**config.mk**
```make
export PLATFORM = sky130hd
export DESIGN_NAME = register_bank
export DESIGN_NICKNAME = d
export VERILOG_FILES = /design/src/rtl/register_bank_pkg.sv /design/src/rtl/register_bank_xchg_sequencer.sv /design/src/rtl/register_bank.sv
export SDC_FILE = /design/constraint.sdc
export NUM_CORES = 2
export LEC_CHECK = 0
export BUFFER_PORTS_ARGS = -buffer_cell sky130_fd_sc_hd__buf_2
export CAP_MARGIN = 20
export CORE_MARGIN = 2
export CORE_UTILIZATION = 25
export DETAILED_ROUTE_END_ITERATION = 8
export GPL_TIMING_DRIVEN = 0
export PLACE_DENSITY = 0.43
export SYNTH_ARGS = -nofsm -noshare
export SYNTH_HDL_FRONTEND = slang
export SYNTH_SLANG_ARGS = --single-unit
```
**constraint.sdc**
```tcl
create_clock -name clk -period 4.77 [get_ports clk]
set_input_delay 0 -clock clk [delete_from_list [all_inputs] [get_ports clk]]
set_output_delay 0 -clock clk [all_outputs]
set_load 0.01 [all_outputs]
```
**src/rtl/register_bank_pkg.sv**
```systemverilog
// Shared datapath definitions for the register bank: index/data widths,
// stack pointer reset, and the swap sequencer state encoding.
package register_bank_pkg;

  localparam int NREGS     = 32;
  localparam int REG_IDX_W = 5;
  localparam int DATA_W    = 32;
  localparam int SP_INDEX  = 29;
  localparam logic [DATA_W-1:0] SP_RESET = 32'd227;

  typedef logic [REG_IDX_W-1:0] reg_idx_t;
  typedef logic [DATA_W-1:0]    reg_data_t;

  typedef enum logic [1:0] {
    IDLE    = 2'd0,
    SWAP_RS = 2'd1,
    SWAP_RT = 2'd2
  } xchg_state_t;

  // Power-on content of register idx (only the stack pointer is non-zero).
  function automatic reg_data_t reset_value(input int idx);
    return (idx == SP_INDEX) ? SP_RESET : '0;
  endfunction

endpackage

```
**src/rtl/register_bank_xchg_sequencer.sv**
```systemverilog
// XCHG sequencer: latches rs/rt and the original R[rs], then issues the two
// write steps R[rs] <= R[rt] and R[rt] <= saved value.
module register_bank_xchg_sequencer
  import register_bank_pkg::*;
(
  input  logic      clk,
  input  logic      reset,
  input  logic      start,
  input  reg_idx_t  rd_rs,
  input  reg_idx_t  rd_rt,
  input  reg_data_t rs_value,
  input  reg_data_t rt_value,
  output reg_idx_t  rt_sel,
  output logic      busy,
  output reg_data_t saved_value,
  output logic      swap_we,
  output reg_idx_t  swap_idx,
  output reg_data_t swap_data
);

  xchg_state_t state_reg, state_next;
  reg_idx_t    rs_reg, rs_next;
  reg_idx_t    rt_reg, rt_next;
  reg_data_t   temp_reg, temp_next;

  always_ff @(posedge clk or negedge reset) begin
    if (!reset) begin
      state_reg <= IDLE;
      rs_reg    <= '0;
      rt_reg    <= '0;
      temp_reg  <= '0;
    end else begin
      state_reg <= state_next;
      rs_reg    <= rs_next;
      rt_reg    <= rt_next;
      temp_reg  <= temp_next;
    end
  end

  always_comb begin
    state_next = state_reg;
    rs_next    = rs_reg;
    rt_next    = rt_reg;
    temp_next  = temp_reg;
    swap_we    = 1'b0;
    swap_idx   = '0;
    swap_data  = '0;
    case (state_reg)
      IDLE: begin
        if (start) begin
          rs_next    = rd_rs;
          rt_next    = rd_rt;
          temp_next  = rs_value;
          state_next = SWAP_RS;
        end
      end
      SWAP_RS: begin
        swap_we    = 1'b1;
        swap_idx   = rs_reg;
        swap_data  = rt_value;
        state_next = SWAP_RT;
      end
      SWAP_RT: begin
        swap_we    = 1'b1;
        swap_idx   = rt_reg;
        swap_data  = temp_reg;
        state_next = IDLE;
      end
      default: state_next = IDLE;
    endcase
  end

  // rt is read through a dedicated port so ReadReg2 may change mid-swap.
  assign rt_sel      = rt_reg;
  assign busy        = (state_reg != IDLE);
  assign saved_value = temp_reg;

endmodule

```
**src/rtl/register_bank.sv**
```systemverilog
// 32 x 32-bit MIPS register file with two combinational read ports, one
// write port, and a self-sequenced XCHG swap of R[rs] and R[rt].
module register_bank
  import register_bank_pkg::*;
(
  input  logic                  clk,
  input  logic                  reset,
  input  logic                  RegWrite,
  input  logic [REG_IDX_W-1:0]  WriteReg,
  input  logic [DATA_W-1:0]     WriteData,
  input  logic [REG_IDX_W-1:0]  ReadReg1,
  input  logic [REG_IDX_W-1:0]  ReadReg2,
  output logic [DATA_W-1:0]     ReadData1,
  output logic [DATA_W-1:0]     ReadData2,
  input  logic                  XCHGStart,
  output logic                  XCHGBusy,
  output logic [DATA_W-1:0]     XCHGRegOut
);

  reg_data_t regs_reg [NREGS];

  reg_idx_t  rt_sel;
  reg_data_t rt_value;
  logic      swap_we;
  reg_idx_t  swap_idx;
  reg_data_t swap_data;
  logic      normal_we;
  logic      wr_en;
  reg_idx_t  wr_idx;
  reg_data_t wr_data;

  register_bank_xchg_sequencer u_seq (
    .clk         (clk),
    .reset       (reset),
    .start       (XCHGStart),
    .rd_rs       (ReadReg1),
    .rd_rt       (ReadReg2),
    .rs_value    (ReadData1),
    .rt_value    (rt_value),
    .rt_sel      (rt_sel),
    .busy        (XCHGBusy),
    .saved_value (XCHGRegOut),
    .swap_we     (swap_we),
    .swap_idx    (swap_idx),
    .swap_data   (swap_data)
  );

  // A swap request in the same cycle as a normal write takes priority.
  assign normal_we = RegWrite && !XCHGBusy && !XCHGStart;
  assign wr_en     = swap_we || normal_we;
  assign wr_idx    = swap_we ? swap_idx  : WriteReg;
  assign wr_data   = swap_we ? swap_data : WriteData;

  always_ff @(posedge clk or negedge reset) begin
    if (!reset) begin
      for (int i = 0; i < NREGS; i++) begin
        regs_reg[i] <= reset_value(i);
      end
    end else if (wr_en && (wr_idx != '0)) begin
      regs_reg[wr_idx] <= wr_data;
    end
  end

  // R[0] is never written, so it always reads its reset value of zero.
  assign ReadData1 = regs_reg[ReadReg1];
  assign ReadData2 = regs_reg[ReadReg2];
  assign rt_value  = regs_reg[rt_sel];

endmodule
```
==> flow_summary.json <==
{
  "status": "finished, violations left",
  "violations": "setup timing",
  "largest_reg_flops": 1024,
  "design_area_um2": 74000,
  "end_kind": "flip-flop",
  "cts_buffer_depth": 3,
  "htreeDepth": 4,
  "die_w_um": 508,
  "grt_usage_pct": 27.6,
  "multi_input_area_um2": 33800,
  "grt_pass1_wl_um": 485000,
  "drt.antenna.violating_nets": 0,
  "post-route-drc-count": 0,
  "antenna_found_initial": 33,
  "fill_cells": 26141,
  "core_area_um2": 252000,
  "hold_viol": 0,
  "synth.cell_area_um2": 63400,
  "post-route-min-period_ns": 5.06,
  "setup_slack_ns": -0.293,
  "final_cell_count_no_fill": 9407,
  "final.setup_skew_ns": 0.0324,
  "firstDrtPassIters": 6,
  "clockRootBuffer": "clkbuf_16",
  "async_reset_ff_share_pct": 100,
  "design.die.area_um2": 258000,
  "max_freq_mhz": 197,
  "fin_crit_sh_pct": 106,
  "synth_warnings": 0,
  "critPathLaunchType": "flip-flop",
  "port_buffers": 139,
  "layout_common_cells": "a21oi_1, dfrtp_1, nor2_1",
  "cts_tree": "built",
  "clkTransAtPathRegs_ns": 0.06,
  "p_leak_uw": 0.0305,
  "place_area_um2": 69000,
  "numCtsBuffers": 132,
  "cp_max_fo": 10,
  "ys_types": 56,
  "syn2layout_area_growth_pct": 16.7,
  "yosysSeqAreaShare_pct": 42.2,
  "synth_cells": 5599,
  "cp.required_ns": 5.42,
  "final_nets": 6012,
  "clkSinkCount": 1068,
  "max-slew-margin-rel_pct": 15.9,
  "p_per_area_nw_per_um2": 845,
  "drtIter0Drc": 8484,
  "setup_violations": 269,
  "gp_congestion": 1.04,
  "ir_drop_v": 0.000376,
  "rsz0062_at_grt": "no",
  "synth_area_per_cell_um2": 11.3,
  "ys.flop_type": "dfrtp_1",
  "final_common_cell": "a21oi_1",
  "dpl.hpwl_um": 284000,
  "tightest_slew_ns": 1.26,
  "fp-row-count": 184,
  "grt_pass1_vias": 53099,
  "hp-class": "input port to flip-flop",
  "drt-total-wl_um": 364000,
  "drive_above_1_share_pct": 25.9,
  "num_vias": 55467,
  "grt_max_degree": 153,
  "worstSkewPairLatency_ns": 0.82,
  "whs_ns": 0.136,
  "crit_type": "flip-flop to flip-flop",
  "syn_nets": 5655,
  "io_pins": 148,
  "critPathArrivalTime_ns": 5.72,
  "seq_area_um2": 26700,
  "via_per_inst": 5.90,
  "post_cts_buffers": 0,
  "maxCapViolations": 0,
  "synth_enable_flop_cells": 0,
  "ys_ff_latch": 1068,
  "overflow": 0,
  "start_util_pct": 25.2,
  "detail_route.wl_per_cell_um": 38.7,
  "die_h_um": 508,
  "dp_cells": 9125,
  "slew_violations": 0
}
## routing by layer
layer	track usage, %	vias up	part of all wire, %
li1	-	21666	-
met1	37.0	29345	40
met2	40.1	3705	42
met3	7.66	739	11
met4	15.6	12	6.7
met5	0.259	-	0.044
## timing repair
action                                 4_1_cts  5_1_grt
endpoints found under the hold margin     1558        0
setup endpoints to repair                  182       51
resized for setup                            2        3
pin swaps                                    0        0
hold buffers                                40        0
cloned                                       0        0
## kinds of logic (layout without fill, tap and decap cells)
group | Yosys count | in the layout | synth area share (%)
AOI/OAI and AO/OA | 1436 | 1436 | 13.0
adders and majority gates | 5 | 5 | 0.0987
buffers and inverters | 621 | 1076 | 4.65
DFF | 1068 | 1068 | 42.2
muxes | 1116 | 1116 | 30.7
other | 0 | 5 | 0
and+or+nand+nor | 1353 | 1353 | 9.45
## worst paths after layout
check,from,endpoint,slack (ns),depth (start not counted)
setup / recovery,u_seq.rt_sel[0],regs_reg[482],-0.29,10
hold / removal,WriteData[27],regs_reg[987],0.14,4
setup reg to reg,u_seq.rt_sel[0],regs_reg[482],-0.29,10
hold reg to reg,regs_reg[1015],regs_reg[1015],0.50,1
max in group asynchronous,reset,regs_reg[728],2.24,6
min in group asynchronous,reset,regs_reg[70],0.35,3
## power by group
part | switching, µW | internal (µW)
Sequential | 5500 | 13300
Combinational | 21200 | 11800
Clock | 4490 | 6260
## final cells by class
| cell class | instances | share of cell area (%) |
|---|---|---|
| clock buffer | 180 | 5.15 |
| clock inverter | 52 | 0.877 |
| sequential | 1068 | 36.1 |
| inverter | 5 | 0.0254 |
| antenna | 5 | 0.0169 |
| timing repair buffer | 223 | 2.57 |
| multi-input combinational | 3910 | 45.6 |
| buffer | 616 | 3.99 |
| tap | 3348 | 5.66 |
## stage by stage
step | setup TNS (ns) | setup WS, ns | total power, µW | utilization [%]
detailed placement | -36.51 | -0.323 | 49900 | 27.4
finish | -31.17 | -0.293 | 62600 | 29.4
global route | 0 | 0.00535 | 64100 | 29.4
CTS | 0 | 0.0417 | 60900 | 29.4
global placement | - | -21.47 | 49300 | 27.1
floorplan | 0 | 2.14 | 35100 | -
## synth_stat cells, drive strengths merged (2+ instances only)
master | n | area (µm²)
and3 | 31 | 194
o22a | 2 | 17.5
nand2 | 68 | 263
nand3 | 68 | 340
a21oi | 1095 | 5520
buf | 347 | 1920
mux2 | 79 | 890
mux2i | 383 | 3830
nand4 | 42 | 357
or3 | 3 | 18.8
nor2 | 1040 | 4130
nand2b | 6 | 37.5
nor2b | 73 | 457
or2 | 3 | 18.8
a21o | 5 | 40.0
dfrtp | 1063 | 26600
a221oi | 28 | 420
o221ai | 24 | 210
and2 | 3 | 18.8
a31oi | 32 | 200
o21ai | 31 | 166
or3b | 3 | 26.3
clkbuf | 269 | 1010
nor3 | 7 | 80.1
mux4 | 654 | 14700
o22ai | 39 | 244
nand3b | 4 | 30.0
a211oi | 30 | 235
dfstp | 5 | 131
ha | 5 | 62.6
inv | 5 | 18.8
a22oi | 146 | 1120
## critical path: stages (launching register included)
cell      delay (ns)
dfrtp_1         0.44
buf_4           0.27
buf_4           0.38
buf_2           0.48
buf_2           0.65
nand2_1         0.53
o22ai_1         0.65
nor2_1          0.11
a221oi_2        0.77
buf_2           0.45
a21oi_1         0.12
Power figures use the tool's default switching activity.
